--- config.mk ---
export PLATFORM = sky130hd
export DESIGN_NAME = ai_action_sched
export DESIGN_NICKNAME = d
export VERILOG_FILES = /design/src/rtl/ai_action_sched.sv
export SDC_FILE = /design/constraint.sdc
export NUM_CORES = 1
export LEC_CHECK = 0
export ABC_AREA = 1
export BUFFER_PORTS_ARGS = -buffer_cell sky130_fd_sc_hd__buf_2
export CORE_MARGIN = 2
export CORE_UTILIZATION = 35
export CTS_CLUSTER_SIZE = 24
export DETAILED_ROUTE_END_ITERATION = 16
export PLACE_DENSITY = 0.59
export SLEW_MARGIN = 10
export SYNTH_ARGS = -nofsm -noshare
export SYNTH_HDL_FRONTEND = slang
export SYNTH_SLANG_ARGS = --single-unit
--- constraint.sdc ---
create_clock -name clk -period 1.33 [get_ports clk]
set_input_delay 0.1995 -clock clk [delete_from_list [all_inputs] [get_ports clk]]
set_output_delay 0.1995 -clock clk [all_outputs]
set_load 0.05 [all_outputs]
--- src/rtl/ai_action_sched.sv ---
// AI action scheduler: LFSR-driven action picker with ready/busy handshake and frame-counted hold.
// Optional build macro AI_NO_REPEAT_EN bumps a pick that would repeat the last committed action.
module ai_action_sched #(
  parameter logic [15:0] SEED     = 16'hACE1,
  parameter int unsigned MIN_HOLD = 4
) (
  input  logic        clk,
  input  logic        reset,
  input  logic        frame_tick,
  input  logic        enable,
  input  logic        busy,
  input  logic        action_ready,
  output logic [2:0]  action,
  output logic        action_valid,
  output logic [4:0]  hold_left,
  output logic [15:0] lfsr_q
);

  localparam logic [15:0] SEED_EFF   = (SEED == 16'h0000) ? 16'h0001 : SEED;
  localparam logic [4:0]  MIN_HOLD_W = 5'(MIN_HOLD);

  localparam logic [2:0] ST_IDLE      = 3'd0;
  localparam logic [2:0] ST_PICK      = 3'd1;
  localparam logic [2:0] ST_OFFER     = 3'd2;
  localparam logic [2:0] ST_HOLD      = 3'd3;
  localparam logic [2:0] ST_WAIT_BUSY = 3'd4;

  logic [2:0]  state_q, state_d;
  logic [2:0]  action_q, action_d;
  logic        valid_q, valid_d;
  logic [4:0]  hold_q, hold_d;
  logic [2:0]  last_q, last_d;
  logic [15:0] lfsr_d;
  logic [2:0]  pick_s;

  function automatic logic [15:0] lfsr_next(input logic [15:0] q);
    return {q[14:0], q[15] ^ q[13] ^ q[12] ^ q[10]};
  endfunction

  assign lfsr_d       = lfsr_next(lfsr_q);
  assign action       = action_q;
  assign action_valid = valid_q;
  assign hold_left    = hold_q;

  // Candidate action for the PICK cycle, optionally steered away from a repeat.
  always_comb begin
    pick_s = lfsr_q[10:8];
`ifdef AI_NO_REPEAT_EN
    if (lfsr_q[10:8] == last_q) begin
      pick_s = lfsr_q[10:8] + 3'd1;
    end else begin
      pick_s = lfsr_q[10:8];
    end
`endif
  end

  // Next-state logic for the scheduler FSM and its registered outputs.
  always_comb begin
    state_d  = state_q;
    action_d = action_q;
    valid_d  = valid_q;
    hold_d   = hold_q;
    last_d   = last_q;
    case (state_q)
      ST_IDLE: begin
        action_d = 3'b000;
        valid_d  = 1'b0;
        hold_d   = 5'd0;
        last_d   = 3'b000;
        if (enable) begin
          state_d = ST_PICK;
        end else begin
          state_d = ST_IDLE;
        end
      end
      ST_PICK: begin
        action_d = pick_s;
        hold_d   = MIN_HOLD_W + 5'({1'b0, lfsr_q[3:0]});
        valid_d  = 1'b1;
        state_d  = ST_OFFER;
      end
      ST_OFFER: begin
        if (action_ready && !busy) begin
          valid_d = 1'b0;
          last_d  = action_q;
          state_d = ST_HOLD;
        end else begin
          state_d = ST_OFFER;
        end
      end
      ST_HOLD: begin
        if (frame_tick) begin
          hold_d = hold_q - 5'd1;
          if (hold_q == 5'd1) begin
            state_d = busy ? ST_WAIT_BUSY : ST_PICK;
          end else begin
            state_d = ST_HOLD;
          end
        end else begin
          state_d = ST_HOLD;
        end
      end
      ST_WAIT_BUSY: begin
        hold_d = 5'd0;
        if (!busy) begin
          state_d = ST_PICK;
        end else begin
          state_d = ST_WAIT_BUSY;
        end
      end
      default: begin
        state_d  = ST_IDLE;
        action_d = 3'b000;
        valid_d  = 1'b0;
        hold_d   = 5'd0;
        last_d   = 3'b000;
      end
    endcase
    // Losing enable wins over any transfer or expiry decided above.
    if (!enable && (state_q != ST_IDLE)) begin
      state_d  = ST_IDLE;
      action_d = 3'b000;
      valid_d  = 1'b0;
      hold_d   = 5'd0;
      last_d   = last_q;
    end else begin
      state_d  = state_d;
    end
  end

  // State, output and LFSR registers; the LFSR free-runs in every state.
  always_ff @(posedge clk or posedge reset) begin
    if (reset) begin
      state_q  <= ST_IDLE;
      action_q <= 3'b000;
      valid_q  <= 1'b0;
      hold_q   <= 5'd0;
      last_q   <= 3'b000;
      lfsr_q   <= SEED_EFF;
    end else begin
      state_q  <= state_d;
      action_q <= action_d;
      valid_q  <= valid_d;
      hold_q   <= hold_d;
      last_q   <= last_d;
      lfsr_q   <= lfsr_d;
    end
  end

endmodule

==> results.cfg, run 1 <==
[cells_and_area]
layout-drive-gt1-share_pct = 37.9
post-route-util_pct = 43.3
antenna-diode-count = 0
area_delta_synth_final_pct = 18.7
fin_nets = 184

[floorplanning]
dieWidth_um = 65.8
die-area_mm2 = 0.00432
initial_core_util_pct = 36.5
row_count = 22
ios = 31
die_height_um = 65.8
core_mm2 = 0.00366

[global_routing]
antenna_found_initial = 0
grt_usage_pct = 12.5
grt_max_degree = 29
grt_pass1_wl_mm = 4.26
grt_overflow = 0
first_global_vias = 959

[sta]
whs_ns = 0.190
period_minus_slack_ns = 1.29
finalCritPeriodShare_pct = 97.0
hold_viol = 0
slew_violations = 0
skew_ns = 0.00137
worst_pin_slew_ns = 0.344
maxSlewHeadroom_pct = 77.0
tns_ns = 0
finalWorstSetupSlack_ns = 0.0393
fmax_ghz = 0.775
setup_viol = 0

[pwr]
p_sw_w = 0.00108
p_int_w = 0.00166
power.share.clock_pct = 24.3
power_leakage_nw = 0.895
vdd_drop_max_uv = 812
p_comb_share_pct = 37.7
p_per_area_mw_per_mm2 = 1730
p_sw_share_pct = 39.5
p_seq_share_pct = 38.0

[critical_path]
path_class = reg2out
worstSetupEndpointType = output port
crit_path_start_kind = flip-flop
required_ns = 1.13
crit_family = flip-flops
crit_chain = buf_2
cp_max_fo = 3
worst_ep_arrival_time_ns = 1.09
critical_path.max_stage_delay_ns = 0.56
crit_path_top_delay_cell = dfstp_2
cp.buffers_inverters = 1

[drt]
wl_met1_mm = 1.20
wirelength_mm = 2.54
top_layer = met4
route.met3.wl_um = 151
drt_first_pass_iters = 4
ant_nets = 0
vias_per_cell = 4.49
met2WireLength_mm = 1.17
dr_total_vias = 996
drtIter0Drc = 49
drc = 0
wire_per_inst_um = 11.5

[logic_synthesis]
syn_area_mm2 = 0.00134
syn_inst = 152
ys_types = 22
synth.avg_cell_area_um2 = 8.78
ys_seq_area_share_pct = 53.2
ys_warn_count = 0
synth-seq-cells = 28
synthesis.nets = 161

[clock_network]
cts_tree = done
cts_max_level = 1
numClockSinks = 28
clock_latency_ns = 0.27
clock_path_buffers = 2
root_buffer = clkbuf_8
cts_buffers = 3
clk_pin_slew_ns = 0.09

[job]
drv_cap = 0

[placement]
dpl.hpwl_mm = 1.93
gp_congestion = 0.848
dpl_worst_slack_ns = 0.0848
io_buffer_count = 30

[min_path]
min_path_type = in2reg

[run_status]
outcome = finished clean
[layout make-up]
type,instances,area (µm²)
fillers,368,2080
well taps,48,60.1
inverters,20,80.1
clock buffers,3,41.3
clock inverters,1,30.0
flip-flops and latches,28,713
multi-input cells,89,482
repair buffers,33,178
[metrics by stage]
stage	total power, W	instances	instance area [µm²]
floorplan	0.00182	152	1360
global placement	0.00202	216	1460
detailed placement	0.00204	216	1460
CTS	0.00271	221	1540
global route	0.00294	222	1580
finish	0.00275	222	1580
[state kept, by name, indices dropped and copies added (netlist names)]
register	count
action	3
action_valid	1
hold_left	5
lfsr_q	16
state_q	3
[metal layers]
| metal | track usage (%) | vias to the layer above |
|---|---|---|
| li1 | - | 495 |
| met1 | 17.7 | 464 |
| met2 | 20.2 | 35 |
| met3 | 1.88 | 2 |
| met4 | 3.13 | 0 |
| met5 | 0 | - |
[power groups by stage]
stage / clock network [W] / logic [W] / registers (W)
after CTS: 0.000682 / 0.00100 / 0.00103
after detailed placement: 0 / 0.000993 / 0.00105
after floorplan: 0 / 0.000613 / 0.00121
final: 0.000667 / 0.00104 / 0.00104
after global routing: 0.000705 / 0.00118 / 0.00106
after global placement: 0 / 0.000981 / 0.00104
[final timing paths]
check                                         startpoint                        to  slack (ns)  depth (start not counted)
worst max-delay path                lfsr_q[13]$_DFF_PP1_                lfsr_q[13]        0.04                          1
worst min-delay path                                busy      state_q[2]$_DFF_PP0_        0.19                          3
worst max register to register  hold_left[0]$_DFFE_PP0P_  hold_left[2]$_DFFE_PP0P_        0.10                          7
worst min register to register       lfsr_q[5]$_DFF_PP1_       lfsr_q[6]$_DFF_PP1_        0.37                          0
max in group asynchronous                          reset      lfsr_q[13]$_DFF_PP1_        0.51                          4
min in group asynchronous                          reset       lfsr_q[4]$_DFF_PP0_        0.52                          4
[synthesized netlist by cell type]
| cell type | n | area share [%] |
|---|---|---|
| nand2_1 | 48 | 13 |
| or2_2 | 1 | 0.47 |
| dfstp_2 | 8 | 16 |
| inv_1 | 16 | 4.5 |
| nand2_2 | 2 | 0.94 |
| xnor2_1 | 2 | 1.3 |
| nor2_1 | 6 | 1.7 |
| a21oi_1 | 1 | 0.37 |
| o21ai_0 | 4 | 1.5 |
| nand2_4 | 1 | 0.84 |
| a31oi_1 | 1 | 0.47 |
| ha_1 | 3 | 2.8 |
| nand3_2 | 1 | 0.75 |
| inv_2 | 4 | 1.1 |
| nor2_4 | 1 | 0.84 |
| buf_4 | 15 | 8.4 |
| nand3_1 | 14 | 5.2 |
| nand4_1 | 1 | 0.47 |
| dfrtp_1 | 20 | 37 |
| xor2_1 | 1 | 0.66 |
| o21ai_1 | 1 | 0.37 |
| nor2_2 | 1 | 0.47 |
[cell families (layout without fill, tap and decap cells)]
kind of cell	after synthesis	count (layout)	synth area share [%]
simple gates	76	76	25.2
buf+inv	35	57	14.1
flops	28	28	53.2
compound gates	7	7	2.72
fa+ha+maj	3	3	2.81
xor+xnor	3	3	1.97
[timing repair]
action                     CTS  global route
resized for setup            0            10
setup endpoints to repair    0             3
hold buffers                 1             0
hold endpoints to repair    20             0
buffers inserted             0             1
[cell usage in the layout (no fill, tap or decap)]
master          n
dlygate4sd3_1   1
nor2_2          2
clkbuf_8        3
ha_4            2
nand4_1         1
o21ai_1         3
dfstp_2         8
nand3_1        12
dfrtp_1        18
nand2_2         4
nand2_1        46
xnor2_1         2
nor2_4          1
buf_4           2
ha_1            1
a31oi_1         1
nor2_1          5
or2_4           1
nand3_2         3
inv_4           2
inv_1          14
o21ai_0         2
xor2_1          1
inv_2           4
bufinv_16       1
buf_2          29
nand2_4         1
clkbuf_4        1
a21oi_1         1
dfrtp_2         2
(Power assumes the default switching activity.)
==> inputs of run 2 (changes only) <==
- BUFFER_PORTS_ARGS: -buffer_cell sky130_fd_sc_hd__buf_2 -> -buffer_cell sky130_fd_sc_hd__buf_4
==> run 2 against run 1 <==
- combinational power is essentially flat
- die area is the same
- setup slack better by 0.031 ns
- cell count unchanged
- critical path type unchanged
- largest power group is now combinational logic
- highest routed layer is now met3
==> results.cfg, run 2 (same netlist as run 1, synthesis figures left out) <==
[floorplanning]
dieWidth_um = 65.8
core_mm2 = 0.00366
ios = 31
die_height_um = 65.8
initial_core_util_pct = 36.5
row_count = 22
die-area_mm2 = 0.00432

[clock_network]
clock_path_buffers = 2
cts_tree = done
root_buffer = clkbuf_8
clock_latency_ns = 0.27
numClockSinks = 28
cts_max_level = 1
clk_pin_slew_ns = 0.09
cts_buffers = 3

[job]
drv_cap = 0

[critical_path]
critPathCapture = lfsr_q[10]
cp.buffers_inverters = 1
r2r-start = hold_left[1]$_DFFE_PP0P_
cp-startpoint = lfsr_q[10]$_DFF_PP1_
worstRegToRegCells = 9
crit_path_top_delay_cell = dfstp_2
crit_path_start_kind = flip-flop
cp_max_fo = 4
path_class = reg2out
critical_path.max_stage_delay_ns = 0.58
worst_ep_arrival_time_ns = 1.06
reg2reg_to = state_q[0]$_DFF_PP0_
crit_family = flip-flops
crit_chain = buf_4
r2r_slack_ns = 0.10
worstSetupEndpointType = output port
worstSetupPathDepth = 1
required_ns = 1.13

[drt]
vias_per_cell = 4.44
drc = 0
wire_per_inst_um = 12.1
wirelength_mm = 2.68
ant_nets = 0
dr_total_vias = 985
drtIter0Drc = 29
drt_first_pass_iters = 4

[cells_and_area]
area_delta_synth_final_pct = 21.3
design_area_mm2 = 0.00162
layout_common_cells = 48 x nand2_1, 32 x buf_4, 17 x dfrtp_1
n_fill_cell = 382
largest-register = lfsr_q
layout-drive-gt1-share_pct = 36.8
post-route-util_pct = 44.2
antenna-diode-count = 0
largest_reg_flops = 16
fin_nets = 184
fin_cells = 222
layout_commonest_cell = nand2_1

[sta]
maxSlewHeadroom_pct = 79.6
slew_violations = 0
whs_ns = 0.194
skew_ns = 0.00140
period_minus_slack_ns = 1.26
hold_viol = 0
fmax_ghz = 0.794
worst_pin_slew_ns = 0.306
setup_viol = 0
finalCritPeriodShare_pct = 94.7

[global_routing]
first_global_vias = 1069
grt_usage_pct = 13.9
antenna_found_initial = 0
grt_pass1_wl_mm = 4.70
grt_overflow = 0
grt_max_degree = 25

[pwr]
finalPower_w = 0.00262
vdd_drop_max_uv = 484
power_leakage_nw = 0.887
p_per_area_mw_per_mm2 = 1620

[placement]
placed_area_mm2 = 0.00154
gp_congestion = 0.854
dpl.hpwl_mm = 2.06
io_buffer_count = 30
placed_cells = 216

[min_path]
min_path_type = in2reg

[run_status]
outcome = finished clean
[run 2: cell count changes in the layout (fill, tap and decap cells not counted)]
cell	delta
clkbuf_8	+1
buf_2	-29
dfrtp_2	+1
buf_4	+30
ha_4	-1
clkbuf_4	-1
dfrtp_1	-1
bufinv_16	-1
inv_2	+2
ha_1	+1
nand2_1	+2
inv_4	-2
nand2_2	-2
[run 2: what timing repair did]
item                                    4_1_cts  5_1_grt
endpoints found under the setup margin        0        3
setup buffers                                 0        1
resized for setup                             0        4
hold buffers                                  1        0
endpoints found under the hold margin         1        0
[run 2: metrics by stage]
step | setup WS (ns) | setup TNS [ns]
after global routing | -0.00306 | -0.00306
after floorplan | -0.00646 | -0.00646
final | 0.0706 | 0
after detailed placement | 0.0961 | 0
after CTS | 0.0539 | 0
after global placement | 0.0841 | 0
[run 2: report_power, final]
group | switching, W | internal (W) | leakage, nW
Clock | 0.000250 | 0.000265 | 0.0288
Combinational | 0.000711 | 0.000348 | 0.506
Sequential | 0.000105 | 0.000939 | 0.352
Total | 0.00107 | 0.00155 | 0.887
[run 2: final cells by class]
class,count,area (µm²),area share [%]
multi-input combinational,89,464,28.7
sequential,28,714,44.1
clock buffer,4,55.1,3.40
tap,48,60.1,3.71
inverter,20,75.1,4.64
timing repair buffer,33,250,15.5
[run 2: worst min path at each step]
stage / start / endpoint / cells after the start
6_report: enable / action[0]$_DFFE_PP0P_ / 3
3_3_place_gp: reset / lfsr_q[4]$_DFF_PP0_ / 2
3_5_place_dp: reset / lfsr_q[4]$_DFF_PP0_ / 2
4_1_cts: busy / state_q[2]$_DFF_PP0_ / 3
5_1_grt: busy / state_q[2]$_DFF_PP0_ / 3
2_1_floorplan: reset / action[0]$_DFFE_PP0P_ / 1
[run 2: per-layer routing]
metal / GRT usage [%] / part of all wire, % / up-vias
met5: 0 / 0 / -
met4: 1.56 / 0 / 0
met3: 3.25 / 5.1 / 0
met2: 24.0 / 48 / 26
met1: 18.2 / 47 / 463
li1: - / - / 496
